<file path="config.mk">
export PLATFORM = sky130hd
export DESIGN_NAME = regfile_write_arbiter
export DESIGN_NICKNAME = d
export VERILOG_FILES = /design/src/rtl/regfile_write_arbiter_pkg.sv /design/src/rtl/regfile_scoreboard.sv /design/src/rtl/regfile_write_arbiter.sv
export SDC_FILE = /design/constraint.sdc
export NUM_CORES = 1
export LEC_CHECK = 0
export ABC_AREA = 0
export CAP_MARGIN = 20
export CORE_ASPECT_RATIO = 0.6
export CORE_UTILIZATION = 36
export CTS_CLUSTER_SIZE = 16
export DETAILED_ROUTE_END_ITERATION = 8
export HOLD_SLACK_MARGIN = 0.03
export PLACE_DENSITY = 0.85
export SKIP_LAST_GASP = 1
export SLEW_MARGIN = 25
export SYNTH_ARGS = -nofsm -noshare
export SYNTH_HDL_FRONTEND = slang
export SYNTH_SLANG_ARGS = --single-unit
export TNS_END_PERCENT = 100
</file>
<file path="constraint.sdc">
create_clock -name clk -period 1.4 [get_ports clk]
set_input_delay 0.42 -clock clk [delete_from_list [all_inputs] [get_ports clk]]
set_output_delay 0.42 -clock clk [all_outputs]
set_load 0.005 [all_outputs]
</file>
<file path="src/rtl/regfile_write_arbiter_pkg.sv">
// ============================================================================
// Module      : regfile_write_arbiter_pkg
// Description : Shared widths and source encoding for the register-file write
//               arbiter and its pending-write scoreboard.
// Revision    : 1.0 - initial release
// ============================================================================
`default_nettype none

`ifndef DATA_WIDTH
`define DATA_WIDTH 32
`endif
`ifndef REGADDR_WIDTH
`define REGADDR_WIDTH 5
`endif

package regfile_write_arbiter_pkg;

    // Default widths follow the core-wide datapath definitions.
    localparam int c_data_w_default = `DATA_WIDTH;
    localparam int c_addr_w_default = `REGADDR_WIDTH;

    // Writeback source encoding, also used as the round-robin pointer value.
    typedef enum logic {
        SRC_ALU = 1'b0,
        SRC_MEM = 1'b1
    } src_e;

endpackage

`default_nettype wire

</file>
<file path="src/rtl/regfile_scoreboard.sv">
// ============================================================================
// Module      : regfile_scoreboard
// Description : Pending-write scoreboard. One busy bit per architectural
//               register; set by the issue stage, cleared when the write
//               port commits. Register 0 is never tracked.
// Ports       : clk, reset          - clock, synchronous active-high reset
//               i_set_valid/_idx    - reserve a destination register
//               i_clr_valid/_idx    - write port commit (wr_enable/wr_select)
//               o_busy              - busy vector, bit i = write to ri pending
//               o_idle              - no pending writes and no write driven
// Revision    : 1.0 - initial release
// ============================================================================
`default_nettype none

module regfile_scoreboard
    import regfile_write_arbiter_pkg::*;
#(
    parameter int ADDR_W = c_addr_w_default
) (
    input  logic                   clk,
    input  logic                   reset,
    input  logic                   i_set_valid,
    input  logic [ADDR_W-1:0]      i_set_idx,
    input  logic                   i_clr_valid,
    input  logic [ADDR_W-1:0]      i_clr_idx,
    output logic [(2**ADDR_W)-1:0] o_busy,
    output logic                   o_idle
);

    localparam int c_n_regs = 2 ** ADDR_W;

    // Bit 0 is not stored at all, so it is zero even before the first reset.
    logic [c_n_regs-1:1] r_busy;

    always_ff @(posedge clk) begin
        if (reset) begin
            r_busy <= '0;
        end else begin
            for (int i = 1; i < c_n_regs; i++) begin
                // A new reservation beats a commit to the same index: the
                // reserved write is still outstanding after this edge.
                if (i_set_valid && (i_set_idx == ADDR_W'(i))) begin
                    r_busy[i] <= 1'b1;
                end else if (i_clr_valid && (i_clr_idx == ADDR_W'(i))) begin
                    r_busy[i] <= 1'b0;
                end
            end
        end
    end

    assign o_busy = {r_busy, 1'b0};
    assign o_idle = (o_busy == '0) && !i_clr_valid;

endmodule

`default_nettype wire

</file>
<file path="src/rtl/regfile_write_arbiter.sv">
// ============================================================================
// Module      : regfile_write_arbiter
// Description : Arbitrates the register file's single write port between the
//               ALU and memory writeback sources (valid/ready), drives the
//               write port from a registered output stage and maintains the
//               pending-write scoreboard for hazard detection.
// Ports       : clk, reset                    - clock, sync active-high reset
//               alu_valid/rd/data, alu_ready  - ALU writeback handshake
//               mem_valid/rd/data, mem_ready  - load writeback handshake
//               reserve_valid/rd              - issue-stage reservation
//               wr_data/wr_select/wr_enable   - register file write port
//               busy, idle                    - scoreboard state
// Revision    : 1.0 - initial release
// ============================================================================
`default_nettype none

module regfile_write_arbiter
    import regfile_write_arbiter_pkg::*;
#(
    parameter int DATA_W       = c_data_w_default,
    parameter int ADDR_W       = c_addr_w_default,
    parameter int MEM_PRIORITY = 0
) (
    input  logic                   clk,
    input  logic                   reset,
    input  logic                   alu_valid,
    input  logic [ADDR_W-1:0]      alu_rd,
    input  logic [DATA_W-1:0]      alu_data,
    output logic                   alu_ready,
    input  logic                   mem_valid,
    input  logic [ADDR_W-1:0]      mem_rd,
    input  logic [DATA_W-1:0]      mem_data,
    output logic                   mem_ready,
    input  logic                   reserve_valid,
    input  logic [ADDR_W-1:0]      reserve_rd,
    output logic [DATA_W-1:0]      wr_data,
    output logic [ADDR_W-1:0]      wr_select,
    output logic                   wr_enable,
    output logic [(2**ADDR_W)-1:0] busy,
    output logic                   idle
);

    // Last granted source. Reset to MEM so that ALU is next in a tie.
    src_e              r_last_src;
    logic [DATA_W-1:0] r_wr_data;
    logic [ADDR_W-1:0] r_wr_select;
    logic              r_wr_enable;

    logic              w_alu_grant;
    logic              w_mem_grant;

    // Grant depends only on valids, the pointer and reset, never on rd/data.
    always_comb begin
        w_alu_grant = 1'b0;
        w_mem_grant = 1'b0;
        if (!reset) begin
            if (alu_valid && mem_valid) begin
                if ((MEM_PRIORITY != 0) || (r_last_src == SRC_ALU)) begin
                    w_mem_grant = 1'b1;
                end else begin
                    w_alu_grant = 1'b1;
                end
            end else begin
                w_alu_grant = alu_valid;
                w_mem_grant = mem_valid;
            end
        end
    end

    assign alu_ready = w_alu_grant;
    assign mem_ready = w_mem_grant;

    // Output stage. A grant is always an accept since ready implies valid.
    // rd=0 requests are consumed but never raise the write enable.
    always_ff @(posedge clk) begin
        if (reset) begin
            r_wr_data   <= '0;
            r_wr_select <= '0;
            r_wr_enable <= 1'b0;
            r_last_src  <= SRC_MEM;
        end else if (w_alu_grant) begin
            r_wr_data   <= alu_data;
            r_wr_select <= alu_rd;
            r_wr_enable <= (alu_rd != '0);
            r_last_src  <= SRC_ALU;
        end else if (w_mem_grant) begin
            r_wr_data   <= mem_data;
            r_wr_select <= mem_rd;
            r_wr_enable <= (mem_rd != '0);
            r_last_src  <= SRC_MEM;
        end else begin
            r_wr_enable <= 1'b0;
        end
    end

    assign wr_data   = r_wr_data;
    assign wr_select = r_wr_select;
    assign wr_enable = r_wr_enable;

    // Clearing on the driven write port lines the clear up with the edge at
    // which the register file itself captures the value.
    regfile_scoreboard #(
        .ADDR_W (ADDR_W)
    ) u_scoreboard (
        .clk         (clk),
        .reset       (reset),
        .i_set_valid (reserve_valid),
        .i_set_idx   (reserve_rd),
        .i_clr_valid (r_wr_enable),
        .i_clr_idx   (r_wr_select),
        .o_busy      (busy),
        .o_idle      (idle)
    );

endmodule

`default_nettype wire

</file>
After elaboration in Yosys (flattened, before gate mapping)
Cells that the tools add are included.
{"block": "totals", "word_cells": 273, "reg_bits": 70, "inputBits": 84, "out_inout_bits": 73}
{"block": "op_classes", "n_mux": 76, "eq_ne": 62, "reduce_logical": 100}
{"operator": "5-bit equality test (second input constant)", "count": 32}
{"operator": "5-bit by 4-bit equality test with 1-bit output (second input constant)", "count": 16}
{"operator": "1-bit 2-to-1 mux", "count": 72}
{"operator": "1-bit logical AND", "count": 64}
{"operator": "32-bit 2-to-1 mux", "count": 2}
{"operator": "2-bit nonzero test", "count": 32}
{"operator": "5-bit by 3-bit equality test with 1-bit output (second input constant)", "count": 8}
{"operator": "32-bit logical NOT", "count": 1}
{"operator": "5-bit by 2-bit equality test with 1-bit output (second input constant)", "count": 4}
{"operator": "5-bit by 1-bit equality test with 1-bit output (second input constant)", "count": 2}
{"operator": "5-bit 2-to-1 mux", "count": 2}
{"operator": "5-bit nonzero test", "count": 2}
{"operator": "1-bit logical NOT", "count": 1}

Longest topological paths before layout
Gate-level depths: netlist of the first run.
{"block": "depth", "word_depth": 5, "ltp_mapped": 6, "depth_no_buf": 3}

Modules after synthesis
From an unflattened synthesis of the first run, not the netlist that was laid out.
{"block": "hier_totals", "cells_unflattened": 360, "area_unflattened_um2": 3329.4}
{"mod": "regfile_write_arbiter", "seq_area_each_um2": 780.7, "area_each_um2": 1884.3, "cells_each": 187, "instances": 1}
{"mod": "regfile_scoreboard", "seq_area_each_um2": 620.6, "area_each_um2": 1445.1, "cells_each": 173, "instances": 1}

Worst setup path before layout of the first run
OpenSTA, ideal clock, no wires.
{"block": "synth_timing", "path_kind": "input-to-reg", "from": "input mem_valid", "to": "register r_wr_data[19], in the netlist wr_data[19]", "slack_ps": -77, "cell_stages": 6, "setup_ps": 122, "required_time_ps": 1278, "arrival_ps": 1355, "path_buffers": 3, "cell_sequence": "inv_2 buf_6 o211a_4 buf_6 buf_6 a221o_1"}
{"block": "synth_via", "elab_chain_cells": 4, "word_cells_on_any_way": 7, "classes_between": "mux: 5; reduce/logical: 2"}
{"element": "start: declaration", "line_no": "regfile_write_arbiter.sv:30", "rtl": "input logic mem_valid,"}
{"element": "1-bit logical AND", "line_no": "regfile_write_arbiter.sv:57", "rtl": "if (alu_valid && mem_valid) begin"}
{"element": "1-bit 2-to-1 mux", "line_no": "regfile_write_arbiter.sv:57"}
{"element": "1-bit 2-to-1 mux", "line_no": "regfile_write_arbiter.sv:56", "rtl": "if (!reset) begin"}
{"element": "32-bit 2-to-1 mux / 2-bit nonzero test (equally long branches)"}
{"element": "end signal: assignment", "line_no": "regfile_write_arbiter.sv:82", "rtl": "r_wr_data <= alu_data;"}
{"element": "end signal: assignment", "line_no": "regfile_write_arbiter.sv:87", "rtl": "r_wr_data <= mem_data;"}
{"element": "end: declaration", "line_no": "regfile_write_arbiter.sv:45", "rtl": "logic [DATA_W-1:0] r_wr_data;"}
Parallel ways exist; a longest one is shown, timed or not.
A chain may end at the register's enable or synchronous reset.

Worst setup path after layout of the first run
{"block": "layout_timing", "from": "register u_scoreboard.r_busy[12] (netlist name)", "to": "output idle"}
{"block": "layout_via", "elab_chain_cells": 2}
{"element": "start: declaration", "line_no": "regfile_scoreboard.sv:33", "rtl": "logic [c_n_regs-1:1] r_busy;"}
{"element": "start signal: assignment", "line_no": "regfile_scoreboard.sv:37", "rtl": "r_busy <= '0;"}
{"element": "start signal: indexed assignment", "line_no": "regfile_scoreboard.sv:43", "rtl": "r_busy[i] <= 1'b1;"}
{"element": "start signal: indexed assignment", "line_no": "regfile_scoreboard.sv:45", "rtl": "r_busy[i] <= 1'b0;"}
{"element": "32-bit logical NOT", "line_no": "regfile_scoreboard.sv:52", "rtl": "assign o_idle = (o_busy == '0) && !i_clr_valid;"}
{"element": "1-bit logical AND", "line_no": "regfile_scoreboard.sv:52"}
{"element": "end: declaration", "line_no": "regfile_write_arbiter.sv:40", "rtl": "output logic idle"}
No other way between the ends.

==> impl_results.md, run 1 <==
* PwrDens at between 900 and 1000 nW/um^2
* # Max-Cap Violations at 0
* Top achievable clock speed at 546 MHz
* Pin count of the biggest net entering global routing at a little over 40
* Startpoint types: flip-flop
* Starting density of the core at 38.4%
* Distinct cell type count after synthesis at 29
* Total CTS buffers at 9
* Register area share after synthesis at 44.7%
* Yosys reg bits at 70
* Remaining DRCs at 0
* DRT Pass-1 Iters at 5
* Core area at 8160 um^2
* Most frequent cells in the layout: 80 x clkdlybuf4s50_1, 69 x buf_4, 43 x dfxtp_2, 38 x inv_1, 37 x a221o_1
* Share of layout cells above drive strength 1 at 36.7%
* CTS tree: yes
* # diodes at 0
* Gpl congestion at 0.991
* Worst-path fanout max at 2
* Die area at 9110 um^2
* Post-layout min period at 1.83 ns
* Cell count after synthesis at 333
* CP Class: flip-flop to output pin
* Final slew viol count at 0
* Port Buffers at 155
* Crit share post-route at 131%
* Simple-gate share of the synthesized area at 9.69%
* Main combinational cell family by area after synthesis: compound AO/OA/AOI/OAI gates
* Post-Synth Adder-Cell Area at 0%
* Tot Pwr at ~5.5 mW
* Crit-path slowest cell: nor4_2
* Global-route wire length before repair at 19600 um
* Cell Area, Synth at 3140 um^2
* Unrepaired setup endpoints after global routing: true
* H-tree levels at 3
* Nets at 629
* Failing checks: negative setup slack
* Routed vias/inst at ~5.9
* Clock Latency Late Sink at 0.34 ns
* Crit end category: output pin
* Final Hold Vio Count at 0
* Post-route setup slack at -0.433 ns
* Final core occ at 69.0%
* Synthesized net count at 417
* Die height at 74.3 um
* Ys Warns at 0
* DR WL/cell at 20.2 um
* CP Cell Sequence: nor4_2 > nand4_1 > nor2_1 > buf_2
* Vias at between 3000 and 4000
* Leading cell type in the layout, fill and taps excluded: clkdlybuf4s50_1
* Gr ovfl total at 0
* CTS root buf: clkbuf_16
* Post-Syn Area per Cell at 9.42 um^2
* Clk pin slew, worst setup/hold paths at 0.06 ns
* Iter 0 DRT Violations at around 370
* Final setup fails at 4
* Setup_tns at -0.659 ns
* Max incr delay on CP at 0.37 ns
* Die W at 123 um
* Worst Hold Class: flip-flop to flip-flop
* Total track usage at around 29%
* Total clock sinks at 70
* Fillers at about 630
* Complex-gate fraction of the synthesized area at 35.8%
* Rows at 25
* Layout area overhead at 79.6%
* Post-synthesis mux area share at 0%
* Vias in the first global route at 3780
* I/O pins at 157
* Post-Synth XOR/XNOR Area at 0%
* HPWL Detailed at between 9000 and 10000 um
* Antenna Nets Post-Route at 0
* Clock Skews at 0.00700 ns
* Required @ worst endpoint at 0.98 ns
* Leakage power total at ~2.5 nW
* Clock Tree Buf Depth at 2
* Wirelength, routed at 13300 um
* Status: finished, violations left
* Worst-case vdd ir drop at 632 uV
* Antenna violations before repair at 0
* Critical Path AT at around 1.4 ns
## registers in the layout, indices dropped and copies added, names as in the netlist
name / cells
r_last_src: 1
u_scoreboard.r_busy: 31
wr_data: 32
wr_enable: 1
wr_select: 5
## power by group
part | leakage (nW) | switching (mW) | total, mW | internal [mW]
sequential | 0.595 | 0.0762 | 2.18 | 2.11
clock | 0.142 | 0.880 | 2.31 | 1.43
combinational | 1.72 | 0.444 | 1.02 | 0.574
total | 2.45 | 1.40 | 5.51 | 4.11
## Yosys cell counts, drive strengths merged
cell type / n / area, um^2
nor4: 8 / 50.1
o21ai: 32 / 160
a221o: 37 / 370
nand2b: 4 / 25.0
nand4bb: 3 / 33.8
o311ai: 7 / 61.3
a2111oi: 37 / 324
or3: 2 / 12.5
nand3: 7 / 35.0
conb: 1 / 3.75
inv: 40 / 150
dfxtp: 70 / 1400
buf: 9 / 66.3
nand2: 8 / 30.0
o211a: 1 / 17.5
nor3: 3 / 20.0
nand4: 4 / 25.0
and3: 1 / 6.26
a22o: 1 / 8.76
clkbuf: 24 / 90.1
nor2: 3 / 11.3
o211ai: 24 / 180
nor2b: 3 / 18.8
or4b: 1 / 10.0
nand4b: 3 / 26.3
## per-layer routing
metal	part of all wire, %	up-vias	wire (um)	global-route usage [%]
met5	0	-	0	0
met1	42	1842	5590	35.7
met4	2.4	0	313	9.35
met3	11	38	1450	10.5
met2	45	263	5910	45.9
li1	-	1758	-	-
## cell type report
| type | instances | area [um^2] | area share [%] |
|---|---|---|---|
| clock inverters | 5 | 58.8 | 1.04 |
| clock buffers | 11 | 243 | 4.31 |
| well taps | 108 | 135 | 2.40 |
| multi-input cells | 190 | 1550 | 27.5 |
| inverters | 40 | 163 | 2.89 |
| repair buffers | 234 | 2010 | 35.7 |
| flip-flops and latches | 70 | 1470 | 26.1 |
## kinds of logic after synthesis
group                  after synthesis
other                                1
and+or+nand+nor                     50
AOI/OAI and AO/OA                  139
DFF                                 70
buffers and inverters               73
## per-stage QoR
step	hold slack [ns]	std cells	cell area [um^2]	setup WS (ns)
2_1_floorplan	0.480	333	3160	-0.0539
3_3_place_gp	0.472	629	5210	-0.817
3_5_place_dp	0.473	629	5210	-0.825
4_1_cts	0.453	651	5530	-0.421
5_1_grt	0.489	658	5640	-0.507
6_report	0.480	658	5640	-0.433
## worst max-delay path: cells and delay by family (launching register included)
family,cells,cell delay [ns]
buffers and inverters,1,0.12
flip-flops,1,0.32
AND/OR/NAND/NOR,3,0.64
## worst paths after layout
check,from,end,slack [ns],depth (start not counted)
max,u_scoreboard.r_busy[12]$_SDFFE_PP0P_,idle,-0.43,4
min,wr_data[23]$_SDFFE_PP0P_,wr_data[23]$_SDFFE_PP0P_,0.48,1
max reg2reg,wr_select[3]$_SDFFE_PP0P_,u_scoreboard.r_busy[1]$_SDFFE_PP0P_,0.01,4
min reg2reg,wr_data[23]$_SDFFE_PP0P_,wr_data[23]$_SDFFE_PP0P_,0.48,1
## timing repair
action | in CTS | in global routing
endpoints found under the hold margin | 0 | 0
resized for setup | 252 | 40
cloned | 0 | 0
pin swaps | 5 | 8
endpoints found under the setup margin | 141 | 57
setup buffers | 8 | 8
hold buffers | 0 | 0
No activity file was read; power rests on OpenSTA's default activity.
==> run 2: changes to the inputs <==
CTS_CLUSTER_SIZE = unset   (was 16)
PLACE_DENSITY = 0.76   (was 0.85)
==> run 2 against run 1 <==
Against the previous run:
- the flow still finishes with violations (negative setup slack)
- final area is 0.95% higher
- via count is 3.9% lower
- clock power hardly changed
==> impl_results.md, run 2 (synthesis gave the netlist of run 1 again) <==
* CP Class: flip-flop to output pin
* Worst Hold Class: input port to flip-flop
* Die area at 9110 um^2 (unchanged)
* PwrDens at 973 nW/um^2 (-0.44%)
* FF/Latch Area at 1470 um^2 (about the same)
* CTS root buf: clkbuf_16
* Multi-input logic area at 1650 um^2 (+6.0%)
* Post-layout min period at 1.86 ns (+0.0247 ns)
* CTS tree: yes
* H-tree levels at 3 (unchanged)
* Vias in the first global route at 3666 (-3.0%)
* Startpoint types: flip-flop
* Clock Latency Late Sink at 0.32 ns (-0.02 ns)
* Antenna Nets Post-Route at 0 (unchanged)
* Most frequent cells in the layout: 80 x clkdlybuf4s50_1, 67 x buf_4, 38 x inv_1, 38 x dfxtp_2, 37 x a221o_1
* Clock Tree Buf Depth at 2 (unchanged)
* Final slew viol count at 0 (unchanged)
* # Max-Cap Violations at 0 (unchanged)
* Tot Pwr at 5.54 mW (+0.51%)
* Vias at 3750 (-3.9%)
* Core area at 8160 um^2 (unchanged)
* Rows at 25 (unchanged)
* Clock Skews at 0.00358 ns (-0.00343 ns)
* Worst-path fanout max at 2 (unchanged)
* Post-route setup slack at -0.457 ns (-0.0247 ns)
* Required @ worst endpoint at 0.98 ns (about the same)
* Remaining DRCs at 0 (unchanged)
* CP bufs+invs at 1 (unchanged)
* Leading cell type in the layout, fill and taps excluded: clkdlybuf4s50_1
* CP Cell Sequence: nor4_1 > nand4_1 > nor2_1 > buf_2
* Max incr delay on CP at 0.41 ns (+0.04 ns)
* Gpl congestion at 0.972 (-1.9%)
* Layout area overhead at 81.3%
* Top achievable clock speed at 538 MHz (-1.3%)
* DRT Pass-1 Iters at 4 (-1)
* Crit-path slowest cell: nor4_1
* Nets at 625 (-0.64%)
* Critical Path AT at 1.44 ns (+0.03 ns)
* CP top delay family: simple AND/OR/NAND/NOR gates
* Dpl cells at 628 (-0.16%)
* Final Hold Vio Count at 0 (unchanged)
* Fin cells at 653 (-0.76%)
* Status: finished, violations left
* Leakage power total at 2.44 nW (-0.49%)
* Port Buffers at 155 (unchanged)
* Total clock sinks at 70 (unchanged)
* I/O pins at 157 (unchanged)
* Total track usage at 26.9% (-1.7 points)
* Starting density of the core at 38.4% (unchanged)
* Fillers at 619 (-1.1%)
* Final core occ at 69.7% (+0.66 points)
* HPWL Detailed at 8830 um (-3.2%)
* Clk pin slew, worst setup/hold paths at 0.05 ns (about the same)
* Crit end category: output pin
* Worst-case vdd ir drop at 622 uV (-1.5%)
* Share of layout cells above drive strength 1 at 36.7% (about the same)
* Pin count of the biggest net entering global routing at 41 (unchanged)
* Die height at 74.3 um (unchanged)
* Unrepaired setup endpoints after global routing: true
* Die W at 123 um (unchanged)
* # hold bufs at CTS at 0 (unchanged)
* Failing checks: negative setup slack
* Crit share post-route at 133% (+1.8 points)
* Final setup fails at 5 (+1)
* Iter 0 DRT Violations at 446 (+20%)
* Antenna violations before repair at 0 (unchanged)
* Routed vias/inst at 5.74 (-3.1%)
* DR WL/cell at 19.1 um (-5.2%)
* Wirelength, routed at 12500 um (-5.9%)
* Final instance area at 5690 um^2 (+0.95%)
* Global-route wire length before repair at 18800 um (-3.9%)
* Gr ovfl total at 0 (unchanged)
* Total CTS buffers at 9 (unchanged)
* Max FFs per register at 32 (unchanged)
* DP Area at 5190 um^2 (-0.38%)
* # diodes at 0 (unchanged)
-- run 2: final timing paths --
kind / depth (start not counted) / end / start / slack [ns]
min reg2reg: 1 / wr_data[6]$_SDFFE_PP0P_ / wr_data[6]$_SDFFE_PP0P_ / 0.48
max reg2reg: 5 / u_scoreboard.r_busy[18]$_SDFFE_PP0P_ / wr_enable$_SDFF_PP0_ / -0.07
min: 4 / r_last_src$_SDFFE_PP1P_ / reset / 0.47
max: 4 / idle / u_scoreboard.r_busy[29]$_SDFFE_PP0P_ / -0.46
-- run 2: repair_timing --
| action | in CTS | in global routing |
|---|---|---|
| endpoints found under the setup margin | 141 | 86 |
| gates resized for setup | 213 | 80 |
| cloned | 0 | 0 |
| pin swaps | 10 | 4 |
| setup buffers | 6 | 7 |
-- run 2: layer usage --
metal	global-route usage, %	wire length, um	vias up
li1	-	-	1745
met1	37.6	5730	1790
met2	42.4	5600	199
met3	5.90	1030	16
met4	5.96	109	0
met5	0	0	-
-- run 2: power by group --
group          internal [mW]  switching (mW)  leakage [nW]
clock                   1.54           0.794         0.152
sequential              2.10          0.0819         0.595
combinational          0.574           0.442          1.69
-- run 2: stage by stage --
stage	TNS [ns]	hold WS [ns]	setup slack (ns)
after floorplan	-0.621	0.480	-0.0539
after CTS	-0.635	0.478	-0.413
final	-0.648	0.471	-0.457
after detailed placement	-43.91	0.469	-0.785
after global placement	-42.72	0.471	-0.791
after global routing	-0.867	0.482	-0.501
-- run 2: area by class of cell --
cell class | count | share of cell area (%)
Timing Repair Buffer | 230 | 34.7
Multi-Input combinational cell | 190 | 28.9
Sequential cell | 70 | 25.9
Clock buffer | 10 | 4.02
Inverter | 40 | 2.86
Tap cell | 108 | 2.37
Clock inverter | 5 | 1.32
-- run 2: worst reg2reg max path: stages (launching register included) --
cell and delay, ns:
dfxtp_2 0.34, buf_6 0.12, buf_6 0.10, nand4b_1 0.27
o311ai_1 0.38, o21ai_0 0.13
